**config.mk**
```make
export PLATFORM = sky130hd
export DESIGN_NAME = alu_flat
export DESIGN_NICKNAME = d
export VERILOG_FILES = /design/src/rtl/alu_pkg.sv /design/src/rtl/alu_if.sv /design/src/rtl/alu_shifter.sv /design/src/rtl/alu.sv /design/src/flat_wrapper.sv
export SDC_FILE = /design/constraint.sdc
export NUM_CORES = 1
export LEC_CHECK = 0
export ABC_AREA = 1
export BUFFER_PORTS_ARGS = -buffer_cell sky130_fd_sc_hd__buf_2
export CAP_MARGIN = 10
export CORE_MARGIN = 5
export CORE_UTILIZATION = 25
export DETAILED_ROUTE_END_ITERATION = 12
export GPL_TIMING_DRIVEN = 1
export PLACE_DENSITY = 0.46
export SYNTH_ARGS = -nofsm -noshare
export SYNTH_HDL_FRONTEND = slang
export SYNTH_SLANG_ARGS = --single-unit
```
**constraint.sdc**
```tcl
create_clock -name clk -period 2 [get_ports clk]
set_input_delay 0.3 -clock clk [delete_from_list [all_inputs] [get_ports clk]]
set_output_delay 0.3 -clock clk [all_outputs]
set_load 0.05 [all_outputs]
```
**src/rtl/alu_pkg.sv**
```systemverilog
// ============================================================================
// Module  : kgp_risc_pkg
// Brief   : Shared KGP_RISC encodings (ALU operations, operand sources,
//           shifter modes) used by the ALU and the control unit.
// Rev     : 1.0  initial release
// ============================================================================
`default_nettype none

package kgp_risc_pkg;

  localparam int XLEN       = 32;
  localparam int SHAMT_BITS = 5;

  // ALUop encodings
  localparam logic [2:0] ALU_ADD  = 3'b000;
  localparam logic [2:0] ALU_COMP = 3'b001;
  localparam logic [2:0] ALU_AND  = 3'b010;
  localparam logic [2:0] ALU_XOR  = 3'b011;
  localparam logic [2:0] ALU_SLL  = 3'b100;
  localparam logic [2:0] ALU_SRL  = 3'b101;
  localparam logic [2:0] ALU_SRA  = 3'b110;
  localparam logic [2:0] ALU_SUB  = 3'b111;

  // ALUsource encodings; 2'b11 aliases SRC_B
  localparam logic [1:0] SRC_B      = 2'b00;
  localparam logic [1:0] SRC_SHAMT  = 2'b01;
  localparam logic [1:0] SRC_OFFSET = 2'b10;

  typedef enum logic [1:0] {
    SHIFT_LEFT        = 2'b00,
    SHIFT_RIGHT_LOGIC = 2'b01,
    SHIFT_RIGHT_ARITH = 2'b10
  } shift_mode_e;

endpackage : kgp_risc_pkg

`default_nettype wire

```
**src/rtl/alu_if.sv**
```systemverilog
// ============================================================================
// Module  : alu_if
// Brief   : Operand/operation inputs and registered result/flag outputs of
//           the execute-stage ALU.
// Rev     : 1.0  initial release
// ============================================================================
`default_nettype none

interface alu_if #(
  parameter int WIDTH = 32
) ();

  logic [WIDTH-1:0] a;
  logic [WIDTH-1:0] b;
  logic [WIDTH-1:0] shamt;
  logic [WIDTH-1:0] offset;
  logic [1:0]       ALUsource;
  logic [2:0]       ALUop;

  logic             carry;
  logic             zero;
  logic             sign;
  logic [WIDTH-1:0] result;

  modport master (
    output a, b, shamt, offset, ALUsource, ALUop,
    input  carry, zero, sign, result
  );

  modport slave (
    input  a, b, shamt, offset, ALUsource, ALUop,
    output carry, zero, sign, result
  );

endinterface : alu_if

`default_nettype wire

```
**src/rtl/alu_shifter.sv**
```systemverilog
// ============================================================================
// Module  : alu_shifter
// Brief   : Combinational 5-stage barrel shifter (SLL/SRL/SRA) that also
//           reports the last bit shifted out.
// Rev     : 1.0  initial release
// ============================================================================
`default_nettype none

module alu_shifter
  import kgp_risc_pkg::*;
#(
  parameter int WIDTH = 32
) (
  input  wire logic [WIDTH-1:0]      data,
  input  wire logic [SHAMT_BITS-1:0] amount,
  input  shift_mode_e                mode,
  output logic      [WIDTH-1:0]      shifted,
  output logic                       shift_out
);

  // Each active stage overwrites shift_out, so the final value is the last
  // bit to leave the word across all cascaded stages.
  always_comb begin
    logic [WIDTH-1:0] stage;
    logic [WIDTH-1:0] probe;
    logic             out_bit;
    int               step;
    stage   = data;
    probe   = '0;
    out_bit = 1'b0;
    step    = 0;
    for (int k = 0; k < SHAMT_BITS; k++) begin
      if (amount[k]) begin
        step = 1 << k;
        case (mode)
          SHIFT_LEFT: begin
            probe   = stage >> (WIDTH - step);
            out_bit = probe[0];
            stage   = stage << step;
          end
          SHIFT_RIGHT_LOGIC: begin
            probe   = stage >> (step - 1);
            out_bit = probe[0];
            stage   = stage >> step;
          end
          SHIFT_RIGHT_ARITH: begin
            probe   = stage >> (step - 1);
            out_bit = probe[0];
            stage   = $signed(stage) >>> step;
          end
          default: begin
            stage   = stage;
            out_bit = out_bit;
          end
        endcase
      end
    end
    shifted   = stage;
    shift_out = out_bit;
  end

endmodule : alu_shifter

`default_nettype wire

```
**src/rtl/alu.sv**
```systemverilog
// ============================================================================
// Module  : alu
// Brief   : Registered 32-bit KGP_RISC ALU with carry/zero/sign flags.
// Rev     : 1.0  initial release
// ============================================================================
`default_nettype none

module alu
  import kgp_risc_pkg::*;
#(
  parameter int WIDTH = 32
) (
  input  wire logic clk,
  input  wire logic rst,
  alu_if.slave      bus
);

  logic [WIDTH-1:0] op2;
  logic [WIDTH-1:0] add_lhs;
  logic [WIDTH-1:0] add_rhs;
  logic             add_cin;
  logic [WIDTH:0]   sum;
  shift_mode_e      shift_mode;
  logic [WIDTH-1:0] shift_value;
  logic             shift_bit;
  logic [WIDTH-1:0] next_result;
  logic             next_carry;

  always_comb begin
    op2 = bus.b;
    case (bus.ALUsource)
      SRC_SHAMT:  op2 = bus.shamt;
      SRC_OFFSET: op2 = bus.offset;
      default:    op2 = bus.b;
    endcase
  end

  // One adder serves ADD, SUB (a + ~op2 + 1) and COMP (0 + ~op2 + 1).
  always_comb begin
    add_lhs = bus.a;
    add_rhs = op2;
    add_cin = 1'b0;
    case (bus.ALUop)
      ALU_SUB: begin
        add_rhs = ~op2;
        add_cin = 1'b1;
      end
      ALU_COMP: begin
        add_lhs = '0;
        add_rhs = ~op2;
        add_cin = 1'b1;
      end
      default: begin
        add_lhs = bus.a;
        add_rhs = op2;
        add_cin = 1'b0;
      end
    endcase
  end

  assign sum = {1'b0, add_lhs} + {1'b0, add_rhs} + {{WIDTH{1'b0}}, add_cin};

  always_comb begin
    shift_mode = SHIFT_LEFT;
    case (bus.ALUop)
      ALU_SRL: shift_mode = SHIFT_RIGHT_LOGIC;
      ALU_SRA: shift_mode = SHIFT_RIGHT_ARITH;
      default: shift_mode = SHIFT_LEFT;
    endcase
  end

  alu_shifter #(
    .WIDTH (WIDTH)
  ) u_shifter (
    .data      (bus.a),
    .amount    (op2[SHAMT_BITS-1:0]),
    .mode      (shift_mode),
    .shifted   (shift_value),
    .shift_out (shift_bit)
  );

  always_comb begin
    next_result = '0;
    next_carry  = 1'b0;
    case (bus.ALUop)
      ALU_ADD, ALU_SUB, ALU_COMP: begin
        next_result = sum[WIDTH-1:0];
        next_carry  = sum[WIDTH];
      end
      ALU_AND: next_result = bus.a & op2;
      ALU_XOR: next_result = bus.a ^ op2;
      ALU_SLL, ALU_SRL, ALU_SRA: begin
        next_result = shift_value;
        next_carry  = shift_bit;
      end
      default: begin
        next_result = '0;
        next_carry  = 1'b0;
      end
    endcase
  end

  // zero is forced low in reset rather than derived from the cleared result.
  always_ff @(posedge clk or posedge rst) begin
    if (rst) begin
      bus.result <= '0;
      bus.carry  <= 1'b0;
      bus.zero   <= 1'b0;
      bus.sign   <= 1'b0;
    end else begin
      bus.result <= next_result;
      bus.carry  <= next_carry;
      bus.zero   <= (next_result == '0);
      bus.sign   <= next_result[WIDTH-1];
    end
  end

endmodule : alu

`default_nettype wire

```
**src/flat_wrapper.sv**
```systemverilog
// flat-port wrapper written by rule: the top's interface ports become plain ports
module alu_flat import kgp_risc_pkg::*;
#(
  parameter int WIDTH = 32
)
  (clk, rst, bus_a, bus_b, bus_shamt, bus_offset, bus_ALUsource, bus_ALUop, bus_carry, bus_zero, bus_sign, bus_result);
  alu_if #(.WIDTH(WIDTH)) bus_i ();
  input  wire logic clk;
  input  wire logic rst;
  input wire logic [$bits(bus_i.a)-1:0] bus_a;
  input wire logic [$bits(bus_i.b)-1:0] bus_b;
  input wire logic [$bits(bus_i.shamt)-1:0] bus_shamt;
  input wire logic [$bits(bus_i.offset)-1:0] bus_offset;
  input wire logic [$bits(bus_i.ALUsource)-1:0] bus_ALUsource;
  input wire logic [$bits(bus_i.ALUop)-1:0] bus_ALUop;
  output wire logic [$bits(bus_i.carry)-1:0] bus_carry;
  output wire logic [$bits(bus_i.zero)-1:0] bus_zero;
  output wire logic [$bits(bus_i.sign)-1:0] bus_sign;
  output wire logic [$bits(bus_i.result)-1:0] bus_result;
  assign bus_i.a = bus_a;
  assign bus_i.b = bus_b;
  assign bus_i.shamt = bus_shamt;
  assign bus_i.offset = bus_offset;
  assign bus_i.ALUsource = bus_ALUsource;
  assign bus_i.ALUop = bus_ALUop;
  assign bus_carry = bus_i.carry;
  assign bus_zero = bus_i.zero;
  assign bus_sign = bus_i.sign;
  assign bus_result = bus_i.result;
  alu #(.WIDTH(WIDTH)) u_core (.clk(clk), .rst(rst), .bus(bus_i));
endmodule
```
# == Word-level counts from Yosys, hierarchy flattened ==
# Index checks and enable logic that the tools add are counted.
# totals
reg_bits,35
word_cells,54
# op_classes
add_sub_neg,2
n_eq_ne,11
mux,27
bitwise,3
n_reduce_logical,7
# op_table
operator,count
$pmux W32 S3,5
$mux W32,7
$pmux W32 S4,1
$pmux W32 S2,1
$add A32 B32 Y33,1
$add A33 B1 Y33,1
$and A32 B32 Y32,1
$logic_not A32 Y1,1
$not A32 Y32,1
$xor A32 B32 Y32,1
$eq A3 B3 Y1 const B,4
$pmux W1 S2,6
$eq A3 B2 Y1 const B,2
$mux W1,6
$reduce_or A3 Y1,2
$eq A2 B1 Y1 const B,2
$eq A2 B2 Y1 const B,2
$pmux W2 S2,1
$reduce_or A2 Y1,2
$eq A3 B1 Y1 const B,1
$logic_not A3 Y1,1
$logic_not A2 Y1,1

# == Longest topological paths before layout ==
# logic_depth
ltp_word,15
mapped_depth,28
depth_no_buf,28

# == Hierarchy ==
# A second synthesis with hierarchy kept.
# unflattened
cells_unflattened,1721
hier_area_um2,9150.0
# modules_own_cells
mod,n_inst,cells_per_inst,area_per_inst_um2
alu,1,950,5729.2
alu_shifter,1,771,3420.8

# == Least setup slack after synthesis ==
# Ideal clock, no wire load.
# synth_path
path_kind,input -> register
from,input port bus_ALUsource[0]
to,register u_core.bus.zero
setup_time_ns,0.071
arrival_time_ns,3.524
t_required_ns,1.929
setup_slack_ns,-1.596
cell_stages,22
path_buffers,2
path_cell_list,inv_1 -> ha_1 -> inv_2 -> clkbuf_1 -> clkbuf_1 -> o21ai_0 -> xnor2_1 -> ha_1 -> a21o_1 -> a31oi_1 -> nand2_1 -> a21oi_1 -> o21ai_0 -> a31oi_1 -> nor2_1 -> o21ai_0 -> nand3_1 -> nor2_1 -> nand2_1 -> nor2_1 -> nand2_1 -> nor2_1
# synth_between
elab_chain_len,13
elab_cells_between_ends,20
cone_classes,2 x add/sub; 2 x eq/ne; 12 x mux; 3 x bitwise; 1 x reduce/logical
# synth_rtl
item,line_no,text
"start, declared",flat_wrapper.sv:14,input wire logic [$bits(bus_i.ALUsource)-1:0] bus_ALUsource;
$eq A2 B2 Y1 / $eq A2 B1 Y1 (equally long branches),alu.sv:31,case (bus.ALUsource)
$pmux W32 S2 *,alu.sv:31,
"parallel branches: the longest is 9 deep, another holds $add A32 B32 Y33",--,
$pmux W32 S4 *,alu.sv:85,case (bus.ALUop)
via u_core.next_result[16],alu.sv:26,logic [WIDTH-1:0] next_result;
$logic_not A32 Y1 *,alu.sv:113,bus.zero <= (next_result == '0);
"end signal, assigned",alu.sv:113,
"end, declared",alu_if.sv:32,"output carry, zero, sign, result"
# Mark *: on every way through the listed nets, which the timed path passes.

# == Worst setup path after layout ==
# layout_path
from,input port bus_ALUop[2]
to,register u_core.bus.zero
# layout_between
elab_chain_len,15
elab_cells_between_ends,32
cone_classes,2 x add/sub; 9 x eq/ne; 15 x mux; 6 x reduce/logical
# layout_rtl
item,line_no,text
"start, declared",flat_wrapper.sv:15,input wire logic [$bits(bus_i.ALUop)-1:0] bus_ALUop;
"parallel branches: the longest is 13 deep, another holds $add A32 B32 Y33",--,
$pmux W32 S4 *,alu.sv:85,
via u_core.next_result[12],alu.sv:26,
$logic_not A32 Y1 *,alu.sv:113,
# Marks and branches as above.

==> metrics.md <==
| Metric | Value |
|---|---|
| Initial antenna violation count | `0` |
| # IOs | `170` |
| Max-slew violation count | `0` |
| Largest net degree at the start of global routing | `35` |
| Total track usage | `0.244` |
| CP max FO | `4` |
| PortBufs | `169` |
| Number of distinct library cells after synthesis | `50` |
| Gpl congestion | `0.938` |
| CTS tree | `done` |
| Clock Path Buffers | `2` |
| Count leader, synth | `nand2_1` |
| Top FF cell, synth | `dfrtp_1` |
| Slowest cell on crit path | `a21oi_4` |
| Buf/Inv on CP | `6` |
| Die Area | `0.0391 mm2` |
| Syn. warnings | `0` |
| First-pass iteration count of the detailed router | `5` |
| Clk slew on worst S/H paths | `60 ps` |
| CP Class | `input port to flop` |
| F_max | `0.302 GHz` |
| Total congestion overflow | `0` |
| Hold Vio Cnt, Final | `0` |
| Failing checks | `setup timing` |
| Maximum VDD drop | `0.718 mV` |
| Design Area, Final | `0.0166 mm2` |
| Placed Instances | `2491` |
| Final nets | `2315` |
| Syn Std Cell Area | `0.00882 mm2` |
| Async set-or-reset flop fraction in the synthesized netlist | `1.00` |
| Worst stage delay on the critical path | `240 ps` |
| Vias in the first global route | `12600` |
| Wire per inst | `19.4 um` |
| Leak pwr | `8.55 nW` |
| Net Count, Synth | `1753` |
| Delay-heaviest family, CP | `simple AND/OR/NAND/NOR gates` |
| Relative slew slack | `0.577` |
| Top cells by count, synth | `521 x nand2_1, 205 x nand3_1, 170 x inv_1` |
| Iteration-0 DRC Markers | `1079` |
| Vert. Die Dim | `198 um` |
| Synth top area share | `0.222` |
| Vias per cell | `5.04` |
| CP required | `2210 ps` |
| Final period utilization | `1.65` |
| CTS Buf Count | `5` |
| Post-synthesis sequential area ratio | `0.0965` |
| Worst Path Arrival | `3520 ps` |
| Starting density of the core | `0.254` |
| Routed Wire Length | `49.9 mm` |
| Dpl hpwl | `40.8 mm` |
| Synth Area per Inst | `5.70 um2` |
| DRC viols | `0` |
| Fin crit period | `3310 ps` |
| Final WS setup | `-1310 ps` |
| Area growth syn-to-layout | `88.2%` |
| DR vias | `12900` |
| Actual slew at the worst max-slew pin | `635 ps` |
| # rows | `68` |
| Post-synth top area cell | `nand2_1` |
| CTS sink count | `34` |
| WHS | `110 ps` |
| Synthesized flop and latch total | `34` |
| Ant. Diodes | `0` |
| Syn Inst Count | `1548` |
| Setup violators final | `34` |
| Max-capacitance violation count | `0` |
| Worst hold path type | `input port to asynchronous set/reset pin` |
| Pwr Total | `12.1 mW` |
| Post-synth EDFFs | `0` |
| Outcome | `finished, violations left` |
| Global-route wire length before repair | `74.4 mm` |
| Htree depth | `2` |
| Die width | `198 um` |
| Core Area | `0.0347 mm2` |
| Final ANT Viol Nets | `0` |
| Root buffer cell | `clkbuf_16` |
| Placed cell areas | `0.0136 mm2` |
| Hold_buf cts | `0` |
| Layout cell share with drive strength beyond 1 | `0.532` |
| RSZ-0062 raised after global routing | `yes` |
| Non-Filler Instances | `2566` |
| Setup TNS | `-30940 ps` |
| Pwr/cell area | `732 mW/mm2` |
| Kind of start point of the critical path | `input port` |
| Critical path capture point type | `flop` |
| Synth area leaders | `nand2_1 22%, nand3_1 12%, ha_1 9.8%` |
## cells by family after synthesis
logic type	share of synthesized area
AOI/OAI and AO/OA	0.179
xor gates and xnor gates	0.0477
adders and majority gates	0.100
buffers and inverters	0.121
DFF	0.0965
and+or+nand+nor	0.456
## worst min-delay path, delay by kind of cell
family / cells / cell delay (ps)
buffers and inverters: 3 / 510
## layout make-up
cell class / instances / area (um2)
sequential: 34 / 851
fill: 3612 / 18100
tap: 455 / 569
timing repair buffer: 631 / 5010
multi-input combinational: 1261 / 9270
clock buffer: 5 / 125
clock inverter: 3 / 68.8
inverter: 177 / 698
## placed cells by master (no fill, tap or decap), types with 25 or more instances in the layout
master,netlist,routed
buf_12,0,30
nand3_4,2,45
buf_2,25,164
nand3_2,32,110
inv_1,170,149
nand4_1,28,28
a221o_1,28,28
nor2_1,88,62
o21ai_1,9,25
nand2_2,3,116
nand2_1,521,391
buf_6,4,56
buf_4,9,374
dfrtp_1,34,34
ha_1,69,57
nand3_1,205,85
a21oi_2,0,26
xnor2_1,34,25
## registers in the layout (all words and copies together), names as in the netlist
| signal | count |
|---|---|
| u_core.bus.carry | 1 |
| u_core.bus.result | 32 |
| u_core.bus.zero | 1 |
## final timing paths
kind                              start                              end  slack (ps)  cells past startpoint
min in group clk               bus_a[0]   u_core.bus.result[0]$_DFF_PP0_         780                      7
max in group asynchronous           rst   u_core.bus.result[1]$_DFF_PP0_        1570                      3
setup / recovery           bus_ALUop[2]        u_core.bus.zero$_DFF_PP0_       -1310                     26
hold / removal                      rst  u_core.bus.result[14]$_DFF_PP0_         110                      3
## report_power, final
part / switching (mW) / leakage [nW] / internal, mW
logic: 5.88 / 8.04 / 4.31
registers: 0.0553 / 0.416 / 0.897
clock network: 0.289 / 0.0940 / 0.715
total: 6.22 / 8.55 / 5.92
## through the flow
stage | util | worst slack, ps
floorplan | - | -1240
global placement | 0.392 | -1740
detailed placement | 0.392 | -1750
CTS | 0.437 | -1220
global route | 0.478 | -1470
finish | 0.478 | -1310
## what timing repair did
action                                  CTS  global route
pin swaps                                84           129
gates resized for setup                 227           292
buffers inserted                         46            17
endpoints found under the setup margin   34            34
gates cloned                              4             2
## per-layer routing
| metal | wire length, um | GRT usage | vias to the layer above |
|---|---|---|---|
| met4 | 1620 | 0.0617 | 0 |
| met3 | 2860 | 0.0138 | 56 |
| met2 | 22300 | 0.392 | 454 |
| li1 | - | - | 6297 |
| met5 | 0 | 0 | - |
| met1 | 23200 | 0.358 | 6114 |
(Power assumes the default switching activity.)
